**config.mk**
```make
export PLATFORM = sky130hd
export DESIGN_NAME = seq_mod_reduce
export DESIGN_NICKNAME = d
export VERILOG_FILES = /design/src/rtl/seq_mod_reduce_pkg.sv /design/src/rtl/seq_mod_reduce_digit_step.sv /design/src/rtl/seq_mod_reduce.sv
export SDC_FILE = /design/constraint.sdc
export NUM_CORES = 1
export LEC_CHECK = 0
export CAP_MARGIN = 15
export CORE_MARGIN = 3
export CORE_UTILIZATION = 35
export CTS_BUF_LIST = sky130_fd_sc_hd__clkbuf_4 sky130_fd_sc_hd__clkbuf_8
export CTS_CLUSTER_SIZE = 30
export DETAILED_ROUTE_END_ITERATION = 10
export PLACE_DENSITY_LB_ADDON = 0.25
export SYNTH_ARGS = -nofsm -noshare
export SYNTH_HDL_FRONTEND = slang
export SYNTH_SLANG_ARGS = --single-unit
```
**constraint.sdc**
```tcl
create_clock -name clk -period 18.85 [get_ports clk]
set_input_delay 1.885 -clock clk [delete_from_list [all_inputs] [get_ports clk]]
set_output_delay 1.885 -clock clk [all_outputs]
set_load 0.005 [all_outputs]
```
**src/rtl/seq_mod_reduce_pkg.sv**
```systemverilog
// Shared types and elaboration helpers for the sequential modular reducer.
package seq_mod_pkg;

  typedef enum logic [1:0] {
    IDLE,
    RUN,
    DONE
  } state_e;

  // Number of DIG_W-bit digits covering an IN_W-bit operand.
  function automatic int unsigned ndig(input int unsigned in_w, input int unsigned dig_w);
    return (in_w + dig_w - 1) / dig_w;
  endfunction

  function automatic int unsigned clog2(input int unsigned v);
    int unsigned r;
    r = 0;
    while ((32'd1 << r) < v) r++;
    return r;
  endfunction

endpackage

```
**src/rtl/seq_mod_reduce_digit_step.sv**
```systemverilog
// One Horner step: acc_next = ((acc << DIG_W) | d) mod m, by a DIG_W-stage restoring subtract.
module mod_digit_step #(
  parameter int unsigned M_W   = 7,
  parameter int unsigned DIG_W = 4
) (
  input  logic [M_W-1:0]   acc,
  input  logic [DIG_W-1:0] d,
  input  logic [M_W-1:0]   m,
  output logic [M_W-1:0]   acc_next
);

  logic [M_W+DIG_W-1:0] t;
  logic [M_W+DIG_W-1:0] ms;

  // With acc < m the partial value is below m<<DIG_W, so one conditional
  // subtract per bit position leaves t < m. m == 0 inhibits the chain.
  always_comb begin
    t  = {acc, d};
    ms = '0;
    for (int unsigned k = 0; k < DIG_W; k++) begin
      ms = {{DIG_W{1'b0}}, m} << (DIG_W - 1 - k);
      if ((m != '0) && (t >= ms)) t = t - ms;
    end
    acc_next = t[M_W-1:0];
  end

endmodule

```
**src/rtl/seq_mod_reduce.sv**
```systemverilog
// Iterative X mod M reducer: one DIG_W-bit digit per cycle, MSB digit first, valid/ready on both sides.
module seq_mod_reduce
  import seq_mod_pkg::*;
#(
  parameter int unsigned IN_W  = 300,
  parameter int unsigned M_W   = 7,
  parameter int unsigned DIG_W = 4
) (
  input  logic            clk,
  input  logic            rst,
  input  logic            in_valid,
  output logic            in_ready,
  input  logic [IN_W-1:0] X,
  input  logic [M_W-1:0]  M,
  output logic            out_valid,
  input  logic            out_ready,
  output logic [M_W-1:0]  R,
  output logic            err
);

  localparam int unsigned NDIG  = ndig(IN_W, DIG_W);
  localparam int unsigned PAD_W = NDIG * DIG_W;
  localparam int unsigned CNT_W = (clog2(NDIG) < 1) ? 1 : clog2(NDIG);

  state_e             state_q, state_d;
  logic [PAD_W-1:0]   sh_q, sh_d;
  logic [M_W-1:0]     acc_q, acc_d;
  logic [M_W-1:0]     m_q, m_d;
  logic [M_W-1:0]     r_q, r_d;
  logic [CNT_W-1:0]   cnt_q, cnt_d;
  logic               err_q, err_d;
  logic               eout_q, eout_d;
  logic [M_W-1:0]     acc_step;
  logic               accept;

  mod_digit_step #(
    .M_W   (M_W),
    .DIG_W (DIG_W)
  ) u_step (
    .acc      (acc_q),
    .d        (sh_q[PAD_W-1 -: DIG_W]),
    .m        (m_q),
    .acc_next (acc_step)
  );

  assign in_ready  = !rst && ((state_q == IDLE) || ((state_q == DONE) && out_ready));
  assign accept    = in_valid && in_ready;
  assign out_valid = (state_q == DONE);
  assign R         = r_q;
  assign err       = eout_q;

  always_comb begin
    state_d = state_q;
    sh_d    = sh_q;
    acc_d   = acc_q;
    m_d     = m_q;
    r_d     = r_q;
    cnt_d   = cnt_q;
    err_d   = err_q;
    eout_d  = eout_q;
    case (state_q)
      RUN: begin
        sh_d  = sh_q << DIG_W;
        acc_d = acc_step;
        cnt_d = cnt_q + CNT_W'(1);
        if (cnt_q == CNT_W'(NDIG - 1)) begin
          r_d     = err_q ? '0 : acc_step;
          eout_d  = err_q;
          state_d = DONE;
        end
      end
      DONE:    if (out_ready) state_d = IDLE;
      default: state_d = state_q;
    endcase
    // A load from DONE overrides the return to IDLE on the output handshake edge.
    if (accept) begin
      sh_d    = PAD_W'(X);
      m_d     = M;
      acc_d   = '0;
      cnt_d   = '0;
      err_d   = (M == '0);
      state_d = RUN;
    end
  end

  always_ff @(posedge clk or posedge rst) begin
    if (rst) begin
      state_q <= IDLE;
      sh_q    <= '0;
      acc_q   <= '0;
      m_q     <= '0;
      r_q     <= '0;
      cnt_q   <= '0;
      err_q   <= 1'b0;
      eout_q  <= 1'b0;
    end else begin
      state_q <= state_d;
      sh_q    <= sh_d;
      acc_q   <= acc_d;
      m_q     <= m_d;
      r_q     <= r_d;
      cnt_q   <= cnt_d;
      err_q   <= err_d;
      eout_q  <= eout_d;
    end
  end

endmodule

```
# Word level (Yosys, flattened, before mapping)
# Cells that the tools add are included.
# totals
reg_bits	332
in_bits	311
wordCells	53
# classes
n_lt_le_gt_ge	4
eq_ne	5
mux	15
n_reduce_logical	16
addsub	5
# ops
op	n
300-bit 2-to-1 mux	2
7-bit 2-to-1 mux	6
11-bit 2-to-1 mux	3
11-bit by 10-bit greater-or-equal comparator with 1-bit output	1
11-bit by 7-bit greater-or-equal comparator with 1-bit output	1
11-bit by 8-bit greater-or-equal comparator with 1-bit output	1
11-bit by 9-bit greater-or-equal comparator with 1-bit output	1
11-bit by 10-bit subtractor with 11-bit output	1
11-bit by 8-bit subtractor with 11-bit output	1
11-bit by 9-bit subtractor with 11-bit output	1
7-bit by 1-bit adder with 7-bit output, second input constant	1
7-bit == test, second input constant	1
1-bit logical AND	7
7-bit zero test	1
7-bit nonzero test	1
7-bit subtractor	1
2-bit 2-to-1 mux	3
2-bit one-hot mux with 2 select lines	1
3-bit by 1-bit inequality test with 1-bit output, second input constant	1
3-bit inequality test, second input constant	1
3-bit AND reduction	1
3-bit nonzero test	1
2-bit by 1-bit == test with 1-bit output, second input constant	1
2-bit == test, second input constant	1
5 further kinds	5

# Longest topological paths before layout
# Gate-level depths: netlist (run 1).
# depth
depth_word	14
mapped_depth	39
mapped_depth_nobuf	38

# Cells and area by module
# A second synthesis (run 1) with hierarchy kept.
# hier_totals
hier_cells	1753
area_unflattened_um2	17883.4
# modules_own_cells
module	area_each_um2	cells_per_inst	instances
seq_mod_reduce	16004.1	1505	1
mod_digit_step	1879.3	248	1

# Worst setup path after synthesis (run 1)
# Ideal clock, no wire load.
# synth_path
path_kind	register to register
from	register m_q[1]
to	register r_q[0] (netlist: R[0])
setup_slack_ns	10.549
path_buffers	1
stages_incl_launch_ff	38
arrival_time_ns	8.227
required_ns	18.775
synth_period_minus_slack_ns	8.301
path_cell_list	dfrtp_1 > inv_1 > ha_1 > nor4bb_1 > and4_1 > o21ai_2 > a21o_2 > clkbuf_1 > nor2_1 > a21oi_1 > inv_1 > ha_1 > nor2b_1 > o31a_1 > nor4_1 > o21bai_1 > o21ai_0 > o31ai_4 > [2 not listed] > fa_1 > a21oi_1 > nor2b_1 > o21a_1 > o21a_1 > o21a_1 > o31ai_4 > mux2i_1 > ha_1 > a311o_1 > o22ai_1 > o21ai_0 > o21bai_1 > or3b_2 > o41ai_4 > a221oi_4 > mux2_4 > o21ai_2
# synth_via
elab_chain_len	13
word_cells_on_any_way	18
# synth_rtl
item	line_no	text
from (decl)	seq_mod_reduce.sv:28	logic [M_W-1:0] m_q, m_d;
from (signal assigned)	seq_mod_reduce.sv:100	m_q <= m_d;
11-bit by 10-bit greater-or-equal comparator with 1-bit output / 7-bit nonzero test (equally long branches)	seq_mod_reduce_digit_step.sv:22	if ((m != '0) && (t >= ms)) t = t - ms;
1-bit logical AND	seq_mod_reduce_digit_step.sv:22	
11-bit 2-to-1 mux	seq_mod_reduce_digit_step.sv:22	
11-bit by 9-bit greater-or-equal comparator with 1-bit output	seq_mod_reduce_digit_step.sv:22	
1-bit logical AND	seq_mod_reduce_digit_step.sv:22	
11-bit 2-to-1 mux	seq_mod_reduce_digit_step.sv:22	
11-bit by 8-bit greater-or-equal comparator with 1-bit output	seq_mod_reduce_digit_step.sv:22	
1-bit logical AND	seq_mod_reduce_digit_step.sv:22	
11-bit 2-to-1 mux	seq_mod_reduce_digit_step.sv:22	
11-bit by 7-bit greater-or-equal comparator with 1-bit output	seq_mod_reduce_digit_step.sv:22	
1-bit logical AND	seq_mod_reduce_digit_step.sv:22	
7-bit 2-to-1 mux (*)	seq_mod_reduce_digit_step.sv:22	
7-bit 2-to-1 mux (*)	seq_mod_reduce.sv:67	r_d = err_q ? '0 : acc_step;
to (signal assigned)	seq_mod_reduce.sv:101	r_q <= r_d;
to (decl)	seq_mod_reduce.sv:29	logic [M_W-1:0] r_q, r_d;
# Every way passes the cells marked *; elsewhere a longest branch is shown, timed or not.
# A chain may end at the register's enable or synchronous reset.

# Worst setup path after layout (run 1)
# layout_path
from	register m_q[1]
to	register r_q[4] (netlist: R[4])
# The elaborated chain is that of the path after synthesis.

==> impl_metrics.tcl, run 1 <==
set metrics [dict create \
    post_cts_resized 0 \
    period_minus_slack_ns 9.26 \
    first_global_vias 13486 \
    antenna_found_initial 7 \
    drive_gt1_frac 0.0741 \
    cts_max_path_buffers 3 \
    drt_iter0_markers 1244 \
    fin_setup_tns_ns 0 \
    yosys_most_used_dff "dfrtp_1" \
    cap_viol_max_count 0 \
    drtPass1Iterations 5 \
    cp_max_fo 11 \
    clock-skew-final_ns 0.0529 \
    cts_setup_buffers 0 \
    design_area_um2 20500 \
    ctsHoldBuffers 0 \
    grt_overflow 0 \
    final_common_cell "nand2_1" \
    antenna_left 0 \
    final_net_count 2301 \
    holdCritPathClass "flip-flop to flip-flop" \
    htreeDepth 2 \
    synth.distinct_cells 64 \
    wl_per_cell_um 18.2 \
    rows 76 \
    grt_start_max_net_pins 236 \
    placed_area_um2 19300 \
    clock.fmax_mhz 108 \
    gp_congestion 0.851 \
    track_usage 0.197 \
    wl_mm 47.2 \
    hold_violations 0 \
    synth-edff-count 0 \
    fin_cells 2589 \
    cp-start-kind "flip-flop" \
    synth_top_area_cell "dfrtp_1" \
    synth_top_cell_area_share 0.532 \
    critPathCaptureType "flip-flop" \
    clkTransAtPathRegs_ns 0.06 \
    die_height_um 217 \
    io_buffers 320 \
    crit_top_cell "a21oi_1" \
    synth.area.top_cells "dfrtp_1, nand2_1, a22oi_1" \
    yosysSeqAreaShare 0.532 \
    synthesis.area_um2 15600 \
    hpwl_mm 31.3 \
    cp_slowest_stage_delay_ns 0.52 \
    die-area_um2 47100 \
    run_status "finished, final reports clean" \
    cts_made_buffers 58 \
    synth-async-reset-ratio 1.00 \
    setup-violations-final 0 \
    tritoncts "built" \
    ys_warn_count 0 \
    coreArea_um2 43600 \
    cts_sinks 332 \
    ff2ff_path_depth 37 \
    slew_headroom 0.155 \
    clock_latency_ns 0.67 \
    initial_core_util 0.358 \
    required_ns 19.35 \
    grt_pass1_wl_mm 74.7 \
    worstMarginPinSlew_ns 1.27 \
    syn_avg_cell_area_um2 9.33 \
    layout-area-overhead-vs-synth_pct 31.2 \
    synthCells 1673 \
    rsz0062_at_grt "no" \
    critical_path_arrival_ns 9.76 \
    drc 0 \
    worst_path_max_delay_cell "or3b_2" \
    synthesis.nets 2018 \
    root_buffer "clkbuf_8" \
    maxSlewViolCount 0 \
    critPathKind "flip-flop to flip-flop" \
    vias_per_cell 5.12 \
    place_inst 2481 \
    io_pins 321 \
    worstHoldPathCells 2 \
    yosys_register_bits 332 \
    vias 13267 \
    fp.dieW_um 217 \
    finalCritPeriodShare 0.491 \
    most-common-layout-cells "nand2_1, dfrtp_1, clkdlybuf4s50_1, a22oi_1, clkbuf_8" \
]
## critical path: cells and delay by family, from the launching register on
family                     cells  cell delay [ns]
AOI/OAI and AO/OA             21             4.69
and+or+nand+nor                8             1.50
adders and majority gates      4             1.42
muxes                          2             0.68
DFF                            1             0.45
buffers and inverters          2             0.39
## registers in the layout (all words and copies together), names as in the netlist
signal,count
err,1
state_q,2
m_q,7
R,7
sh_q,300
acc_q,7
cnt_q,7
err_q,1
## final timing paths
kind | end | slack (ns) | start
max | R[4] | 9.59 | m_q[1]
min | sh_q[215] | 0.46 | sh_q[211]
max reg2reg | R[4] | 9.59 | m_q[1]
min reg2reg | sh_q[215] | 0.46 | sh_q[211]
max in group asynchronous | sh_q[166] | 14.72 | rst
min in group asynchronous | R[4] | 1.82 | rst
## synthesized netlist by cell type, types with 3 or more instances
| master | instances |
|---|---|
| or2_2 | 4 |
| o21bai_1 | 4 |
| nand2b_1 | 6 |
| o21ai_0 | 23 |
| nor4_1 | 4 |
| fa_1 | 4 |
| a21o_1 | 4 |
| a22oi_1 | 296 |
| a211oi_2 | 3 |
| nand3_1 | 18 |
| nor2_1 | 24 |
| ha_1 | 30 |
| inv_1 | 21 |
| o21ai_1 | 13 |
| clkbuf_1 | 101 |
| a211oi_1 | 3 |
| mux2_4 | 4 |
| o21ai_2 | 3 |
| buf_1 | 4 |
| xnor2_1 | 10 |
| xor2_1 | 9 |
| a21oi_1 | 22 |
| mux2_2 | 6 |
| or3_1 | 3 |
| nand2_1 | 638 |
| dfrtp_1 | 332 |
| nand4_1 | 5 |
| o21a_1 | 6 |
| nor3_1 | 8 |
| mux2i_1 | 10 |
| nor2b_1 | 7 |
## area by class of cell
type | count | area [um2]
fill | 4229 | 23100
sequential | 332 | 8310
multi-input combinational | 1213 | 6830
timing repair buffer | 330 | 3300
clock buffer | 91 | 1110
tap | 585 | 732
inverter | 21 | 86.3
clock inverter | 11 | 77.6
antenna | 6 | 15.0
## metal layers
metal	up-vias	track usage	wire length, um
met4	10	0.0604	1030
met3	80	0.0623	3460
li1	6395	-	-
met1	6456	0.253	20100
met2	326	0.319	22600
met5	-	0	64
## cells by family after synthesis
logic type                 Yosys count  share of synthesized area
buffers and inverters              128                     0.0310
adders and majority gates           34                     0.0292
and+or+nand+nor                    736                      0.189
xor gates and xnor gates            19                     0.0107
DFF                                332                      0.532
muxes                               21                     0.0155
AOI/OAI and AO/OA                  403                      0.192
## stage by stage
step            util  hold slack, ns  setup WS, ns
2_1_floorplan      -           0.447          7.77
3_3_place_gp   0.442           0.458          9.76
3_5_place_dp   0.442           0.463          9.64
4_1_cts        0.470           0.463          9.60
5_1_grt        0.470           0.480          8.88
6_report       0.470           0.464          9.59
Power of run 1 is left out: the tool's default activity adds up to more than one toggle a clock period on the data nets, which glitch-free logic cannot reach.
==> run 2, diff against run 1 <==
==> constraint.sdc (replaced) <==
create_clock -name clk -period 8.8 [get_ports clk]
set_input_delay 0.88 -clock clk [delete_from_list [all_inputs] [get_ports clk]]
set_output_delay 0.88 -clock clk [all_outputs]
set_load 0.005 [all_outputs]
==> run 2 against run 1 <==
Against the previous run: design area rose by 1.5%; maximum frequency up 11%; setup slack worse by 9.1 ns; critical path depth down 3; highest routed layer unchanged.
==> impl_metrics.tcl, run 2 (synthesized netlist as in run 1, its figures left out) <==
set metrics [dict create \
    run_status "finished, final reports clean" \
    clkTransAtPathRegs_ns 0.06 \
    die_height_um 217 \
    crit_start "sh_q[299]" \
    final_net_count 2325 \
    post-route-util 0.477 \
    worstReg2RegStart "sh_q[299]" \
    most-common-layout-cells "nand2_1, dfrtp_1, clkdlybuf4s50_1, a22oi_1, clkbuf_8" \
    rsz0062_at_grt "no" \
    crit_top_cell "ha_1" \
    wl_per_cell_um 18.0 \
    met2_usage 0.322 \
    use_met1 0.248 \
    root_buffer "clkbuf_8" \
    vias_per_cell 5.11 \
    cp_max_fo 8 \
    met3_usage 0.0607 \
    hpwl_mm 31.4 \
    clock_latency_ns 0.66 \
    finalCritPeriodShare 0.945 \
    wl_mm 47.0 \
    fin_setup_tns_ns 0 \
    io_pins 321 \
    clock.fmax_mhz 120 \
    htreeDepth 2 \
    grt_pass1_wl_mm 74.4 \
    drc 0 \
    holdCritPathClass "flip-flop to flip-flop" \
    cts_sinks 332 \
    post-place-ws_ns 0.113 \
    drive_gt1_frac 0.0877 \
    initial_core_util 0.358 \
    io_buffers 320 \
    first_global_vias 13728 \
    cap_viol_max_count 0 \
    fp.dieW_um 217 \
    die-area_um2 47100 \
    cp-start-kind "flip-flop" \
    top_usage_layer "met2" \
    top_register "sh_q" \
    holdWs_ns 0.471 \
    grt_start_max_net_pins 202 \
    setup_ws_ns 0.486 \
    rows 76 \
    tritoncts "built" \
    hold_violations 0 \
    setup-violations-final 0 \
    layout-area-overhead-vs-synth_pct 33.2 \
    cts_max_path_buffers 3 \
    critPathCaptureType "flip-flop" \
    slew_headroom 0.251 \
    period_minus_slack_ns 8.31 \
    track_usage 0.195 \
    antenna_left 0 \
    worstMarginPinSlew_ns 1.12 \
    grt_overflow 0 \
    cts_made_buffers 56 \
    required_ns 9.34 \
    crit_buf_inv 4 \
    drt_iter0_markers 1048 \
    maxSlewViolCount 0 \
    critical_path_arrival_ns 8.86 \
    min_from "sh_q[290]" \
    gp_congestion 0.855 \
    path_delay_family "compound AO/OA/AOI/OAI gates" \
    vias 13315 \
    antenna_found_initial 8 \
    clock-skew-final_ns 0.0347 \
    drtPass1Iterations 5 \
    final_common_cell "nand2_1" \
    cp_slowest_stage_delay_ns 0.51 \
    worst_path_max_delay_cell "or3b_2" \
    largest_reg_flops 300 \
    coreArea_um2 43600 \
    critPathKind "flip-flop to flip-flop" \
]
-- run 2: cell type report --
class                      instances  area, um2
timing repair buffer             356       3510
inverter                          21       82.6
clock inverter                     6        103
antenna                            3       7.51
multi-input combinational       1213       6890
fill                            4200      22800
clock buffer                      91       1150
tap                              585        732
sequential                       332       8310
-- run 2: metal layers --
layer	up-vias	wire (um)	share of wire
met5	-	78	0.0017
li1	6438	-	-
met1	6472	20000	0.43
met2	319	22700	0.48
met4	12	976	0.021
met3	74	3300	0.070
-- run 2: per-stage QoR --
step	std cells	area, um2
2_1_floorplan	1673	15600
3_3_place_gp	2505	19400
3_5_place_dp	2505	19400
4_1_cts	2602	20700
5_1_grt	2605	20800
6_report	2607	20800
-- run 2: final timing paths --
| check | endpoint | slack, ns | cells after the start |
|---|---|---|---|
| worst max-delay path | acc_q[0] | 0.49 | 34 |
| worst min-delay path | sh_q[290] | 0.47 | 2 |
| worst max register to register | acc_q[0] | 0.49 | 34 |
| worst min register to register | sh_q[290] | 0.47 | 2 |
| max in group asynchronous | sh_q[70] | 6.72 | 3 |
| min in group asynchronous | R[4] | 0.80 | 2 |
-- run 2: tightest hold or removal path, cell delays in order (launching register included) --
cell and delay [ns]:
dfrtp_1 0.34, nand2_1 0.05, nand2_1 0.05
-- run 2: timing repair --
action,CTS,global route
gates resized for setup,0,15
hold endpoints to repair,0,0
setup buffers,0,2
setup endpoints to repair,0,14
hold buffers,0,0
Power of run 2 is left out for the same reason.
